File: src/rtl/nervous_alarm_manager.sv
// Alarm manager: persistence-filters the detector code, latches peak severity, drives a pulsed buzzer until acknowledged.
// Optional NERVOUS_AUTO_CLEAR_EN: a stable 00 code in ALARM returns directly to IDLE.
module nervous_alarm_manager #(
  parameter int unsigned PERSIST     = 3,
  parameter int unsigned BEEP_PERIOD = 4,
  parameter int unsigned CNT_W       = 8
) (
  input  logic             clock,
  input  logic             reset,
  input  logic [1:0]       nervousAbnormality,
  input  logic             ack,
  output logic [1:0]       alarm_level,
  output logic             alarm_active,
  output logic             buzzer,
  output logic [CNT_W-1:0] event_count
);

  localparam int unsigned PW = $clog2(PERSIST + 1);
  localparam int unsigned BW = (BEEP_PERIOD > 1) ? $clog2(BEEP_PERIOD) : 1;
  localparam logic [PW-1:0]    PERSIST_V = PW'(PERSIST);
  localparam logic [BW-1:0]    BEEP_LAST = BW'(BEEP_PERIOD - 1);
  localparam logic [CNT_W-1:0] CNT_MAX   = '1;

  typedef enum logic [1:0] {
    IDLE  = 2'd0,
    ALARM = 2'd1,
    ACKED = 2'd2
  } state_t;

  state_t           state, state_d;
  logic [1:0]       cand;
  logic [PW-1:0]    fcnt;
  logic [BW-1:0]    beep, beep_d;
  logic [1:0]       level_d;
  logic             buzzer_d;
  logic [CNT_W-1:0] count_d;
  logic [CNT_W-1:0] count_inc;
  logic             filt_valid;
  logic [1:0]       filt_level;
  logic             esc;

  // Persistence filter: a code counts once it has been sampled PERSIST times in a row.
  always_ff @(posedge clock or posedge reset) begin
    if (reset) begin
      cand <= 2'b00;
      fcnt <= PERSIST_V;
    end else if (nervousAbnormality == cand) begin
      if (fcnt != PERSIST_V) fcnt <= fcnt + PW'(1);
    end else begin
      cand <= nervousAbnormality;
      fcnt <= PW'(1);
    end
  end

  assign filt_valid = (fcnt == PERSIST_V);
  assign filt_level = cand;
  assign esc        = filt_valid && (filt_level > alarm_level);
  assign count_inc  = (event_count == CNT_MAX) ? event_count : event_count + CNT_W'(1);

  always_ff @(posedge clock or posedge reset) begin
    if (reset) begin
      state        <= IDLE;
      alarm_level  <= 2'b00;
      alarm_active <= 1'b0;
      buzzer       <= 1'b0;
      beep         <= '0;
      event_count  <= '0;
    end else begin
      state        <= state_d;
      alarm_level  <= level_d;
      alarm_active <= (state_d != IDLE);
      buzzer       <= buzzer_d;
      beep         <= beep_d;
      event_count  <= count_d;
    end
  end

  always_comb begin
    state_d  = state;
    level_d  = alarm_level;
    buzzer_d = buzzer;
    beep_d   = beep;
    count_d  = event_count;
    case (state)
      IDLE: begin
        level_d  = 2'b00;
        buzzer_d = 1'b0;
        beep_d   = '0;
        if (filt_valid && (filt_level != 2'b00)) begin
          state_d  = ALARM;
          level_d  = filt_level;
          buzzer_d = 1'b1;
          count_d  = count_inc;
        end
      end
      ALARM: begin
        // Escalation outranks acknowledge in the same cycle.
        if (esc) begin
          level_d  = filt_level;
          buzzer_d = 1'b1;
          beep_d   = '0;
          count_d  = count_inc;
`ifdef NERVOUS_AUTO_CLEAR_EN
        end else if (filt_valid && (filt_level == 2'b00)) begin
          state_d  = IDLE;
          level_d  = 2'b00;
          buzzer_d = 1'b0;
          beep_d   = '0;
`endif
        end else if (ack) begin
          state_d  = ACKED;
          buzzer_d = 1'b0;
          beep_d   = '0;
        end else if (beep == BEEP_LAST) begin
          buzzer_d = ~buzzer;
          beep_d   = '0;
        end else begin
          beep_d = beep + BW'(1);
        end
      end
      ACKED: begin
        buzzer_d = 1'b0;
        beep_d   = '0;
        if (esc) begin
          state_d  = ALARM;
          level_d  = filt_level;
          buzzer_d = 1'b1;
          count_d  = count_inc;
        end else if (filt_valid && (filt_level == 2'b00)) begin
          state_d = IDLE;
          level_d = 2'b00;
        end
      end
      default: begin
        state_d  = IDLE;
        level_d  = 2'b00;
        buzzer_d = 1'b0;
        beep_d   = '0;
      end
    endcase
  end

endmodule

File: config.mk
export PLATFORM = sky130hd
export DESIGN_NAME = nervous_alarm_manager
export DESIGN_NICKNAME = d
export VERILOG_FILES = /design/src/rtl/nervous_alarm_manager.sv
export SDC_FILE = /design/constraint.sdc
export NUM_CORES = 1
export LEC_CHECK = 0
export ABC_AREA = 0
export CAP_MARGIN = 5
export CORE_AREA = 2 2 63 71
export DETAILED_ROUTE_END_ITERATION = 8
export DIE_AREA = 0 0 65 73
export SLEW_MARGIN = 40
export SYNTH_ARGS = -nofsm -noshare
export SYNTH_HDL_FRONTEND = slang
export SYNTH_SLANG_ARGS = --single-unit
File: constraint.sdc
create_clock -name clock -period 2.5 [get_ports clock]
set_input_delay 0.75 -clock clock [delete_from_list [all_inputs] [get_ports clock]]
set_output_delay 0.75 -clock clock [all_outputs]
set_load 0.1 [all_outputs]
==> impl_metrics.yaml <==
status:
  outcome: "complete, no violations"
finish:
  finalNetCount: 132
  syn_to_final_growth_pct: 20.6
  fill_cells: 425
  drive_gt1_share_pct: 25.6
  final_cell_mix: "dfrtp_1, buf_4, ha_1, xor2_1, inv_1"
  final_common_cell: "dfrtp_1"
  diodes: 0
synth:
  synth_seq_cells: 20
  syn_area_um2: 1160
  synth.top_cells.by_area: "dfrtp_1, ha_1, xor2_1"
  ys_warn_count: 0
  ys_types: 38
  synth-seq-area-share_pct: 43.3
  synth.top_cell.area_share_pct: 38.8
  synth_area_leader_cell: "dfrtp_1"
  syn_inst: 99
  avgSynthCellArea_um2: 11.7
  synth_fp_nets: 113
clocking:
  cts_sinks: 20
  cts_hold_buf: 0
  cts_made_buffers: 3
  clk_latency_ns: 0.26
  cts_buffer_depth: 2
  cts_tree: "yes"
  cts_setup_buffers: 0
  h-tree-depth: 1
  cts.clk_slew.worst_paths_ns: 0.07
  root_buffer: "clkbuf_8"
  cts_resized: 0
setup_path:
  worst_setup_path_end_kind: "flop"
  critical_path.top_delay_family: "compound AO/OA/AOI/OAI gates"
  worst_setup_path_start_kind: "flop"
  crit_buf_inv: 0
  cpPeakStageDelay_ns: 0.60
  required_ns: 2.65
  cp_cell_sequence: "ha_1 > nor2b_1 > o211ai_2 > mux2i_1 > a32o_1"
  r2r_slack_ns: 0.31
  critPathKind: "flop to flop"
  cp_max_fo: 15
  arrival_ns: 2.34
  slowest_stage: "o211ai_2"
floorplanning:
  coreArea_um2: 4100
  start_util_pct: 28.3
  die_h_um: 73
  die_area_um2: 4750
  ioPinCount: 17
  die_w_um: 65
  rows: 25
power:
  p_leak_nw: 0.623
  ir_drop_mv: 0.456
  power_density_nw_per_um2: 1230
global_routing:
  grt_usage_pct: 11.0
  antenna_found_initial: 0
  grt_max_degree: 16
  grt_pass1_vias: 847
  gr-total-overflow: 0
  grt_first_pass_wirelength_um: 3910
sta:
  final_hold_viol_count: 0
  post-route-min-period_ns: 2.19
  final.setup.tns_ns: 0
  clock.fmax_ghz: 0.456
  setup-violations-final: 0
  worst_pin_slew_ns: 0.758
  timing.final.crit_share_pct: 87.6
  slew_viol_final: 0
  skew_ns: 0.00267
  relSlewSlack_pct: 49.3
  fin_hold_ws_ns: 0.447
  rsz0062_at_grt: "false"
route:
  routed_wl_um: 2350
  route.detailed.drc: 0
  vias: 841
  drt_first_iter_violations: 18
  drtAntennaViolNets: 0
  drt-vias-per-instance: 4.92
  wl_per_cell_um: 13.7
  first_pass_iters: 4
run:
  maxCapViolCount: 0
placement:
  port_buffers: 16
  dp_hpwl_um: 1830
  gp_congestion: 0.848
worst_hold_path:
  min_path_type: "flop to flop"
## sequential cells by signal (all words and copies together) (netlist names)
signal	count
beep	2
alarm_level	2
cand	2
alarm_active	1
fcnt	2
event_count	8
state	2
buzzer	1
## final timing paths
path / end / cells after the start / from
max in group asynchronous: state[0] / 3 / reset
hold / removal: beep[0] / 1 / beep[0]
hold reg to reg: beep[0] / 1 / beep[0]
setup / recovery: alarm_level[0] / 5 / cand[1]
min in group asynchronous: event_count[0] / 2 / reset
setup reg to reg: alarm_level[0] / 5 / cand[1]
## metrics by stage
| stage | area, µm² | power, mW | util (%) | setup WS [ns] | cells |
|---|---|---|---|---|---|
| after floorplan | 1160 | 1.30 | - | 0.222 | 99 |
| after global placement | 1360 | 1.48 | 33.1 | 0.434 | 167 |
| after detailed placement | 1360 | 1.51 | 33.1 | 0.324 | 167 |
| after CTS | 1400 | 1.74 | 34.2 | 0.320 | 171 |
| after global routing | 1400 | 1.82 | 34.2 | 0.188 | 171 |
| final | 1400 | 1.72 | 34.2 | 0.309 | 171 |
## logic make-up after synthesis
group / share of synthesized area (%)
AO/OA/AOI/OAI: 21.7
XOR/XNOR: 7.54
buffers and inverters: 3.66
AND/OR/NAND/NOR: 11.4
multiplexers: 2.69
flip-flops: 43.3
adder cells (fa/ha/maj): 9.70
## Yosys cell counts
library cell  count
inv_1             8
xnor2_1           2
nand3_1           4
a2bb2oi_1         1
nor3_1            1
a21o_1            1
nand3b_1          1
a31o_2            1
dfrtp_1          18
xor2_1            8
o211ai_2          2
o21ai_0           1
a2111oi_2         1
o211ai_1          1
and2_1            1
dfstp_2           2
nand2b_2          1
clkbuf_1          2
nor2b_1           2
or3_1             1
nand2_1           2
nand2b_1          1
and3_1            1
nand4_1           1
mux2_2            1
and4b_1           1
o221a_2           1
a2111oi_4         2
mux2i_1           2
ha_1              9
buf_2             1
or2_2             1
o2bb2ai_4         1
or3b_1            1
a32o_1            3
a21oi_1           4
nor2_1            4
a211oi_1          4
## routing by layer
layer,track usage [%],share of wire [%],up-vias
met5,0,0,-
met4,3.55,0.60,0
met3,3.24,3.5,2
met2,19.5,54,17
met1,12.7,42,427
li1,-,-,395
## power breakdown
part | leakage [nW] | internal [mW] | switching (mW)
logic | 0.346 | 0.279 | 0.719
clock network | 0.0228 | 0.114 | 0.109
registers | 0.254 | 0.410 | 0.0907
total | 0.623 | 0.802 | 0.919
## final cells by class
cell class	instances	area [µm²]	area share, %
Clock buffer	4	45.0	3.22
Inverter	8	30.0	2.14
Multi-Input combinational cell	68	616	44.0
Sequential cell	20	504	36.0
Tap cell	54	67.6	4.83
Timing Repair Buffer	17	138	9.83
(Power assumes the default switching activity.)
